`src/rtl/main_memory_arbiter_if.sv`:
```
// Cache/memory-side signal bundle for main_memory_arbiter.
// The arbiter takes the slave view; the caches plus memory take the master view.
interface main_memory_arbiter_if #(
  parameter int ADDR_WIDTH = 32,
  parameter int DATA_WIDTH = 32
);
  logic                  iReadReq;
  logic [ADDR_WIDTH-1:0] iAddress;
  logic [DATA_WIDTH-1:0] iReadData;
  logic                  iDone;
  logic                  dReadReq;
  logic                  dWriteReq;
  logic [ADDR_WIDTH-1:0] dAddress;
  logic [DATA_WIDTH-1:0] dWriteData;
  logic [DATA_WIDTH-1:0] dReadData;
  logic                  dDone;
  logic                  respErr;
  logic [ADDR_WIDTH-1:0] memAddress;
  logic [DATA_WIDTH-1:0] memWriteData;
  logic                  memRead;
  logic                  memWrite;
  logic [DATA_WIDTH-1:0] memReadData;
  logic                  memDataReady;

  modport slave (
    input  iReadReq, iAddress, dReadReq, dWriteReq, dAddress, dWriteData,
           memReadData, memDataReady,
    output iReadData, iDone, dReadData, dDone, respErr,
           memAddress, memWriteData, memRead, memWrite
  );

  modport master (
    output iReadReq, iAddress, dReadReq, dWriteReq, dAddress, dWriteData,
           memReadData, memDataReady,
    input  iReadData, iDone, dReadData, dDone, respErr,
           memAddress, memWriteData, memRead, memWrite
  );
endinterface

```
`src/rtl/main_memory_arbiter.sv`:
```
// Serialises I-cache and D-cache requests onto the single main-memory port.
// MEM_ARB_ROUND_ROBIN_EN selects round-robin arbitration; default is fixed data priority.
module main_memory_arbiter #(
  parameter int ADDR_WIDTH     = 32,
  parameter int DATA_WIDTH     = 32,
  parameter int TIMEOUT_CYCLES = 1023
) (
  input  logic                clk,
  input  logic                rst_n,
  main_memory_arbiter_if.slave bus
);
  localparam int CW = $clog2(TIMEOUT_CYCLES + 1);
  localparam logic [CW-1:0] TMO = CW'(TIMEOUT_CYCLES);

  typedef enum logic [1:0] {IDLE, BUSY, RESP} state_t;

  state_t                state;
  logic [CW-1:0]         cnt;
  logic [CW-1:0]         cnt_nxt;
  logic                  win_d;
  logic [ADDR_WIDTH-1:0] mem_addr;
  logic [DATA_WIDTH-1:0] mem_wdata;
  logic                  mem_rd, mem_wr;
  logic [DATA_WIDTH-1:0] i_rdata, d_rdata;
  logic [DATA_WIDTH-1:0] cap_data;
  logic                  i_done, d_done, resp_err;
  logic                  d_req, grant_d, finish;

  assign d_req    = bus.dReadReq | bus.dWriteReq;
  assign cnt_nxt  = cnt + CW'(1);
  assign finish   = bus.memDataReady | (cnt_nxt == TMO);
  // A timed-out read returns zero rather than whatever is on the bus.
  assign cap_data = bus.memDataReady ? bus.memReadData : '0;

`ifdef MEM_ARB_ROUND_ROBIN_EN
  logic last_d;
  assign grant_d = d_req & (~bus.iReadReq | ~last_d);
`else
  assign grant_d = d_req;
`endif

  always_ff @(posedge clk or negedge rst_n) begin
    if (!rst_n) begin
      state     <= IDLE;
      cnt       <= '0;
      win_d     <= 1'b0;
      mem_addr  <= '0;
      mem_wdata <= '0;
      mem_rd    <= 1'b0;
      mem_wr    <= 1'b0;
      i_rdata   <= '0;
      d_rdata   <= '0;
      i_done    <= 1'b0;
      d_done    <= 1'b0;
      resp_err  <= 1'b0;
`ifdef MEM_ARB_ROUND_ROBIN_EN
      last_d    <= 1'b0;
`endif
    end else begin
      case (state)
        IDLE: begin
          if (d_req || bus.iReadReq) begin
            state <= BUSY;
            cnt   <= '0;
            win_d <= grant_d;
`ifdef MEM_ARB_ROUND_ROBIN_EN
            last_d <= grant_d;
`endif
            if (grant_d) begin
              mem_addr  <= bus.dAddress;
              mem_wdata <= bus.dWriteData;
              mem_wr    <= bus.dWriteReq;
              mem_rd    <= ~bus.dWriteReq;
            end else begin
              mem_addr <= bus.iAddress;
              mem_wr   <= 1'b0;
              mem_rd   <= 1'b1;
            end
          end
        end
        BUSY: begin
          cnt <= cnt_nxt;
          if (finish) begin
            state    <= RESP;
            mem_rd   <= 1'b0;
            mem_wr   <= 1'b0;
            resp_err <= ~bus.memDataReady;
            i_done   <= ~win_d;
            d_done   <= win_d;
            if (mem_rd) begin
              if (win_d) d_rdata <= cap_data;
              else       i_rdata <= cap_data;
            end
          end
        end
        RESP: begin
          state    <= IDLE;
          i_done   <= 1'b0;
          d_done   <= 1'b0;
          resp_err <= 1'b0;
        end
        default: state <= IDLE;
      endcase
    end
  end

  assign bus.memAddress   = mem_addr;
  assign bus.memWriteData = mem_wdata;
  assign bus.memRead      = mem_rd;
  assign bus.memWrite     = mem_wr;
  assign bus.iReadData    = i_rdata;
  assign bus.dReadData    = d_rdata;
  assign bus.iDone        = i_done;
  assign bus.dDone        = d_done;
  assign bus.respErr      = resp_err;
endmodule
```
`src/flat_wrapper.sv`:
```
// flat-port wrapper written by rule: the top's interface ports become plain ports
module main_memory_arbiter_flat 
#(
  parameter int ADDR_WIDTH     = 32,
  parameter int DATA_WIDTH     = 32,
  parameter int TIMEOUT_CYCLES = 1023
)
  (clk, rst_n, bus_iReadReq, bus_iAddress, bus_dReadReq, bus_dWriteReq, bus_dAddress, bus_dWriteData, bus_memReadData, bus_memDataReady, bus_iReadData, bus_iDone, bus_dReadData, bus_dDone, bus_respErr, bus_memAddress, bus_memWriteData, bus_memRead, bus_memWrite);
  main_memory_arbiter_if #(.ADDR_WIDTH(ADDR_WIDTH), .DATA_WIDTH(DATA_WIDTH)) bus_i ();
  input  logic clk;
  input  logic rst_n;
  input wire logic [$bits(bus_i.iReadReq)-1:0] bus_iReadReq;
  input wire logic [$bits(bus_i.iAddress)-1:0] bus_iAddress;
  input wire logic [$bits(bus_i.dReadReq)-1:0] bus_dReadReq;
  input wire logic [$bits(bus_i.dWriteReq)-1:0] bus_dWriteReq;
  input wire logic [$bits(bus_i.dAddress)-1:0] bus_dAddress;
  input wire logic [$bits(bus_i.dWriteData)-1:0] bus_dWriteData;
  input wire logic [$bits(bus_i.memReadData)-1:0] bus_memReadData;
  input wire logic [$bits(bus_i.memDataReady)-1:0] bus_memDataReady;
  output wire logic [$bits(bus_i.iReadData)-1:0] bus_iReadData;
  output wire logic [$bits(bus_i.iDone)-1:0] bus_iDone;
  output wire logic [$bits(bus_i.dReadData)-1:0] bus_dReadData;
  output wire logic [$bits(bus_i.dDone)-1:0] bus_dDone;
  output wire logic [$bits(bus_i.respErr)-1:0] bus_respErr;
  output wire logic [$bits(bus_i.memAddress)-1:0] bus_memAddress;
  output wire logic [$bits(bus_i.memWriteData)-1:0] bus_memWriteData;
  output wire logic [$bits(bus_i.memRead)-1:0] bus_memRead;
  output wire logic [$bits(bus_i.memWrite)-1:0] bus_memWrite;
  assign bus_i.iReadReq = bus_iReadReq;
  assign bus_i.iAddress = bus_iAddress;
  assign bus_i.dReadReq = bus_dReadReq;
  assign bus_i.dWriteReq = bus_dWriteReq;
  assign bus_i.dAddress = bus_dAddress;
  assign bus_i.dWriteData = bus_dWriteData;
  assign bus_i.memReadData = bus_memReadData;
  assign bus_i.memDataReady = bus_memDataReady;
  assign bus_iReadData = bus_i.iReadData;
  assign bus_iDone = bus_i.iDone;
  assign bus_dReadData = bus_i.dReadData;
  assign bus_dDone = bus_i.dDone;
  assign bus_respErr = bus_i.respErr;
  assign bus_memAddress = bus_i.memAddress;
  assign bus_memWriteData = bus_i.memWriteData;
  assign bus_memRead = bus_i.memRead;
  assign bus_memWrite = bus_i.memWrite;
  main_memory_arbiter #(.ADDR_WIDTH(ADDR_WIDTH), .DATA_WIDTH(DATA_WIDTH), .TIMEOUT_CYCLES(TIMEOUT_CYCLES)) u_core (.clk(clk), .rst_n(rst_n), .bus(bus_i));
endmodule
```
`config.mk`:
```
export PLATFORM = sky130hd
export DESIGN_NAME = main_memory_arbiter_flat
export DESIGN_NICKNAME = d
export VERILOG_FILES = /design/src/rtl/main_memory_arbiter_if.sv /design/src/rtl/main_memory_arbiter.sv /design/src/flat_wrapper.sv
export SDC_FILE = /design/constraint.sdc
export NUM_CORES = 1
export LEC_CHECK = 0
export CORE_MARGIN = 2
export CORE_UTILIZATION = 60
export CTS_BUF_LIST = sky130_fd_sc_hd__clkbuf_4
export CTS_CLUSTER_SIZE = 12
export DETAILED_ROUTE_END_ITERATION = 8
export DONT_BUFFER_PORTS = 1
export HOLD_SLACK_MARGIN = 0.02
export PLACE_DENSITY = 0.82
export SLEW_MARGIN = 10
export SYNTH_ARGS = -nofsm -noshare
export SYNTH_HDL_FRONTEND = slang
export SYNTH_SLANG_ARGS = --single-unit
```
`constraint.sdc`:
```
create_clock -name clk -period 2.05 [get_ports clk]
set_input_delay 0.205 -clock clk [delete_from_list [all_inputs] [get_ports clk]]
set_output_delay 0.205 -clock clk [all_outputs]
set_load 0.05 [all_outputs]
```
# == After elaboration in Yosys (flattened, before gate mapping) ==
# Cells that the tools add are included.
# op_classes
div,0
order_cmp,0
n_addsub,1
n_reduce_logical,12
bitwise,5
muxes,20
mul,0
n_shift,0
n_eq_ne,5
# op_table
op,n
$mux W32,2
$pmux W10 S2,1
$add A10 B1 Y10 const B,1
$eq A10 B10 Y1 const B,1
$mux W10,1
$pmux W1 S2,5
$mux W1,8
$reduce_and A2 Y1,4
$reduce_and A4 Y1,2
$reduce_and A3 Y1,2
$mux W2,2
$ne A2 B1 Y1 const B,2
$pmux W2 S2,1
$reduce_bool A2 Y1,2
$not A1 Y1,3
$eq A2 B1 Y1 const B,1
$eq A2 B2 Y1 const B,1
$logic_not A2 Y1,1
$or A1 B1 Y1,2
$logic_or A1 B1 Y1,1
# totals
memories,0
latchBits,0
out_inout_bits,133
register_bits,146
elab_cells,55
input_bits,134
mem_bits_ro,0
mem_bits_rw,0

# == Depth between registers and ports, before layout ==
# Gate-level depths: netlist of run 1.
# depth
depth_word,5
ltp_mapped,8
ltp_nobuf,6

# == Least setup slack after synthesis of run 1 ==
# Ideal clock, no wire load.
# synth_timing
kind,reg2reg
start,reg u_core.cnt[0]
end,reg u_core.state[0]
path_buffers,2
setup_time_ps,133
stages_incl_launch_ff,8
period_less_slack_ps,1874
t_required_ps,1917
setup_slack_ps,176
arrival_ps,1742
cell_sequence,dfrtp_1 -> ha_1 -> xnor2_1 -> or4_4 -> o21ai_2 -> buf_6 -> buf_12 -> o21ai_2
# synth_via
elab_chain_cells,5
# synth_lines
element,line,source
"start, declared",main_memory_arbiter.sv:18,logic [CW-1:0] cnt;
"start signal, assigned",main_memory_arbiter.sv:82,cnt <= cnt_nxt;
$add A10 B1 Y10,main_memory_arbiter.sv:30,assign cnt_nxt = cnt + CW'(1);
$eq A10 B10 Y1,main_memory_arbiter.sv:31,assign finish = bus.memDataReady | (cnt_nxt == TMO);
$or A1 B1 Y1,main_memory_arbiter.sv:31,
$ne A2 B1 Y1 (no line),--,
$reduce_and A2 Y1 (no line),--,
"end signal, assigned",main_memory_arbiter.sv:44,state <= IDLE;
"end signal, assigned",main_memory_arbiter.sv:63,state <= BUSY;
"end signal, assigned",main_memory_arbiter.sv:84,state <= RESP;
"end, declared",main_memory_arbiter.sv:17,state_t state;
# Every way passes these cells.
# A chain may end at the register's enable or synchronous reset.

# == Worst setup path in the final report of run 1 ==
# layout_timing
start,reg u_core.cnt[1]
end,"reg u_core.d_rdata[16], in the netlist u_core.bus.dReadData[16]"
# layout_via
elab_chain_cells,4
# layout_lines
element,line,source
$add A10 B1 Y10,main_memory_arbiter.sv:30,
$eq A10 B10 Y1,main_memory_arbiter.sv:31,
$or A1 B1 Y1,main_memory_arbiter.sv:31,
$reduce_and A4 Y1 (no line),--,
"end signal, assigned",main_memory_arbiter.sv:91,if (win_d) d_rdata <= cap_data;
"end, declared",main_memory_arbiter.sv:24,"logic [DATA_WIDTH-1:0] i_rdata, d_rdata;"
# Every way passes these cells.

==> results of run 1 <==
==> how the worst min path moves through the flow <==
stage	slack [ps]	startpoint	depth (start not counted)	to
floorplan	-90	rst_n	0	u_core.bus.dDone
global placement	-90	rst_n	0	u_core.bus.dReadData[20]
detailed placement	-90	rst_n	0	u_core.bus.iReadData[20]
CTS	-690	rst_n	0	u_core.bus.memAddress[30]
global route	-710	rst_n	0	u_core.bus.dReadData[21]
finish	-640	rst_n	0	u_core.bus.dReadData[27]
==> layer usage <==
metal	track usage (%)	share of wire, %
met3	8.68	8.5
met2	56.3	52
met4	16.9	4.4
met5	0	0
met1	37.6	35
==> worst max-delay path: cells and delay by family (launching register included) <==
| family | cells | cell delay, ps |
|---|---|---|
| AND/OR/NAND/NOR | 1 | 450 |
| XOR/XNOR | 1 | 140 |
| adder cells (fa/ha/maj) | 1 | 230 |
| AO/OA/AOI/OAI | 2 | 340 |
| buffers and inverters | 2 | 340 |
| flip-flops | 1 | 430 |
==> registers in the layout, summed over array words and instances (netlist names) <==
| signal | cells |
|---|---|
| u_core.win_d | 1 |
| u_core.bus.iDone | 1 |
| u_core.bus.iReadData | 32 |
| u_core.cnt | 10 |
| u_core.bus.memWrite | 1 |
| u_core.bus.dReadData | 32 |
| u_core.state | 2 |
| u_core.bus.respErr | 1 |
| u_core.bus.memRead | 1 |
| u_core.bus.memAddress | 32 |
| u_core.bus.dDone | 1 |
| u_core.bus.memWriteData | 32 |
==> logic make-up after synthesis <==
logic type      share of synthesized area [%]
compound gates                           20.1
xor+xnor                                0.404
fa+ha+maj                               0.384
buf+inv                                  7.26
flops                                    56.1
mux                                      10.6
simple gates                             5.17
==> repair_timing <==
| item | CTS | global route |
|---|---|---|
| hold endpoints to repair | 281 | 146 |
| buffers inserted | 0 | 1 |
| endpoints found under the setup margin | 0 | 16 |
| resized for setup | 0 | 2 |
==> where the power goes <==
group | internal (mW) | total [mW] | switching (mW)
Sequential | 3.84 | 8.42 | 4.58
Clock | 0.629 | 1.69 | 1.06
Combinational | 1.45 | 3.04 | 1.60
==> per-stage QoR <==
stage | std cells | util [%]
after global routing | 884 | 78.2
after floorplan | 597 | -
after CTS | 877 | 77.1
after detailed placement | 713 | 62.3
after global placement | 713 | 62.3
final | 884 | 78.2
==> synth_stat cells, types with 3 or more instances <==
cell / instances / share of area (%)
sky130_fd_sc_hd__nor2_1: 11 / 0.63
sky130_fd_sc_hd__o21ai_0: 80 / 6.1
sky130_fd_sc_hd__nand3_1: 4 / 0.31
sky130_fd_sc_hd__o21ai_1: 3 / 0.23
sky130_fd_sc_hd__clkbuf_1: 26 / 1.5
sky130_fd_sc_hd__mux2i_1: 33 / 5.1
sky130_fd_sc_hd__nand2_1: 49 / 2.8
sky130_fd_sc_hd__buf_2: 9 / 0.69
sky130_fd_sc_hd__o21ai_2: 31 / 4.2
sky130_fd_sc_hd__inv_1: 69 / 4.0
sky130_fd_sc_hd__buf_12: 3 / 0.92
sky130_fd_sc_hd__o31ai_1: 4 / 0.46
sky130_fd_sc_hd__dfrtp_1: 146 / 56
sky130_fd_sc_hd__mux2_2: 32 / 5.5
sky130_fd_sc_hd__a22oi_1: 64 / 7.4
sky130_fd_sc_hd__a21oi_1: 4 / 0.31
==> layout make-up <==
cell class / count / area [um^2] / share of cell area, %
clock buffers: 19 / 143 / 1.70
clock inverters: 13 / 113 / 1.35
repair buffers: 153 / 1590 / 19.0
multi-input cells: 343 / 2430 / 29.1
well taps: 140 / 175 / 2.09
inverters: 69 / 259 / 3.09
flip-flops and latches: 146 / 3650 / 43.7
diodes: 1 / 2.50 / 0.0299
==> implementation parameters, run 1 <==
Parameter                              Value

Detailed routing
  Detailed Route WL    19.8 mm
  Antenna violation net count after detailed routing    0
  Post-detailed-route wirelength per cell    22.4 um
  DRC marker count from the first detailed-route iteration    561
  Vias after detailed routing    5,497
  Number of optimization iterations in the first detailed-route pass    8
  Remaining DRCs    0
  Per-cell via count in the routed design    6.22

Timing
  Crit share post-route    98.9%
  Final hold slack    -637 ps
  Count of final max-slew check failures    0
  Worst-case headroom to the max-slew limit    35.0%
  Worst clock skew    25.7 ps
  Final setup margin    21.7 ps
  Final period demand of the worst path    2030 ps
  Total negative setup slack    0 ps
  Highest clock frequency the design can meet    493 MHz
  Final setup violation count    0
  Slew @ Worst Pin    975 ps
  Final hold violation count    146

Synth
  Average cell area after synthesis    10.9 um^2
  Yosys reg bits    146
  Summed instance area of the synthesized netlist    0.00651 mm^2
  Register area share after synthesis    56.1%
  Share of flip-flops with an asynchronous set or reset    100%
  Gate Count Post-Synth    597
  Syn_nets    733
  Most common flop cell mapped by yosys    sky130_fd_sc_hd__dfrtp_1
  Synth unique cells    38
  Yosys warning total    0
  Number of enable flip-flop cells after synthesis    0

Placed design
  Pre-CTS setup slack    31.8 ps
  Final GP Congestion    0.828
  Number of buffer cells added on primary ports    0
  Detailed placement HPWL    11.3 mm
  Cell area after placement    0.00667 mm^2

Clock tree
  Count of H-tree levels built during CTS    4
  Total number of clock tree sinks    146
  Number of buffers created by CTS    17
  Maximum number of buffers from clock root to sink    2
  Clock root buffer    sky130_fd_sc_hd__clkbuf_4
  Post-CTS Hold Buffers    132
  Clock transition at the register clock pins on the worst setup and hold paths after CTS    130 ps
  Clock latency on the worst-skew pair    540 ps
  TritonCTS clock tree    done

Floorplan
  Number of top-level design ports    267
  FP Rows    38
  DIE WIDTH    108 um
  Y dimension of the die    108 um
  Effective utilization at floorplan    60.9%
  Core Box Area    0.0107 mm^2
  Die Outline Area    0.0117 mm^2

Critical path
  Data required time at the worst endpoint    2460 ps
  Critical Path Start Type    register
  Max stage delay on crit path    450 ps
  Worst-path fanout max    10
  Source of the worst register-to-register timing path    u_core.cnt[1]
  Crit. Startpoint    u_core.cnt[1]
  Setup slack of the worst register-to-register path    20 ps
  Reg2reg path depth    7
  Crit path cell chain    ha_2 > xnor2_1 > or4_4 > o21ai_4 > buf_12 > clkbuf_16 > o21ai_0
  Critical path arrival    2440 ps
  Critical path capture point type    register
  Crit Reg-Reg Endpoint    u_core.bus.dReadData[16]
  Type of the worst setup path    register to register
  Capture point of the critical path    u_core.bus.dReadData[16]
  Cell type of the slowest stage on the worst timing path    sky130_fd_sc_hd__or4_4

Global route
  Antenna violations before repair    1
  Total routing usage reported by global routing    32.7%
  Global-route wire length before repair    29.1 mm
  Via count of the first global-routing pass    5,651
  Largest net degree at the start of global routing    147
  Congestion Overflow GR    0

Finish
  Top library cells by usage in the layout, fill and taps aside    146 x sky130_fd_sc_hd__dfrtp_1, 132 x sky130_fd_sc_hd__dlygate4sd3_1, 80 x sky130_fd_sc_hd__o21ai_0
  Proportion of layout cells with a drive suffix above 1    16.4%
  Area added between synthesis and finish    28.5%
  Design area    0.00837 mm^2
  Number of nets in the layout    866
  Leading cell type in the layout, fill and taps excluded    sky130_fd_sc_hd__dfrtp_1
  Fill cell count    604

Outcome
  Result of the run    complete, but fails checks
  Failing checks    hold timing

Power
  Tot Pwr    13.2 mW
  Power density of the placed cells    1570 mW/mm^2
  IR Drop Worst-Case VDD    1160 uV
  Cell leakage power    3.89 nW

Run
  Max-capacitance violation count    0

Min path
  Hold WC Path Type    primary input to asynchronous set/reset pin
No activity file was read; power rests on OpenSTA's default activity.
==> inputs of run 2 (changes only) <==
- GPL_ROUTABILITY_DRIVEN: unset -> 0
==> results of run 2 <==
Final layout, timing and power as in run 1 (identical DEF).
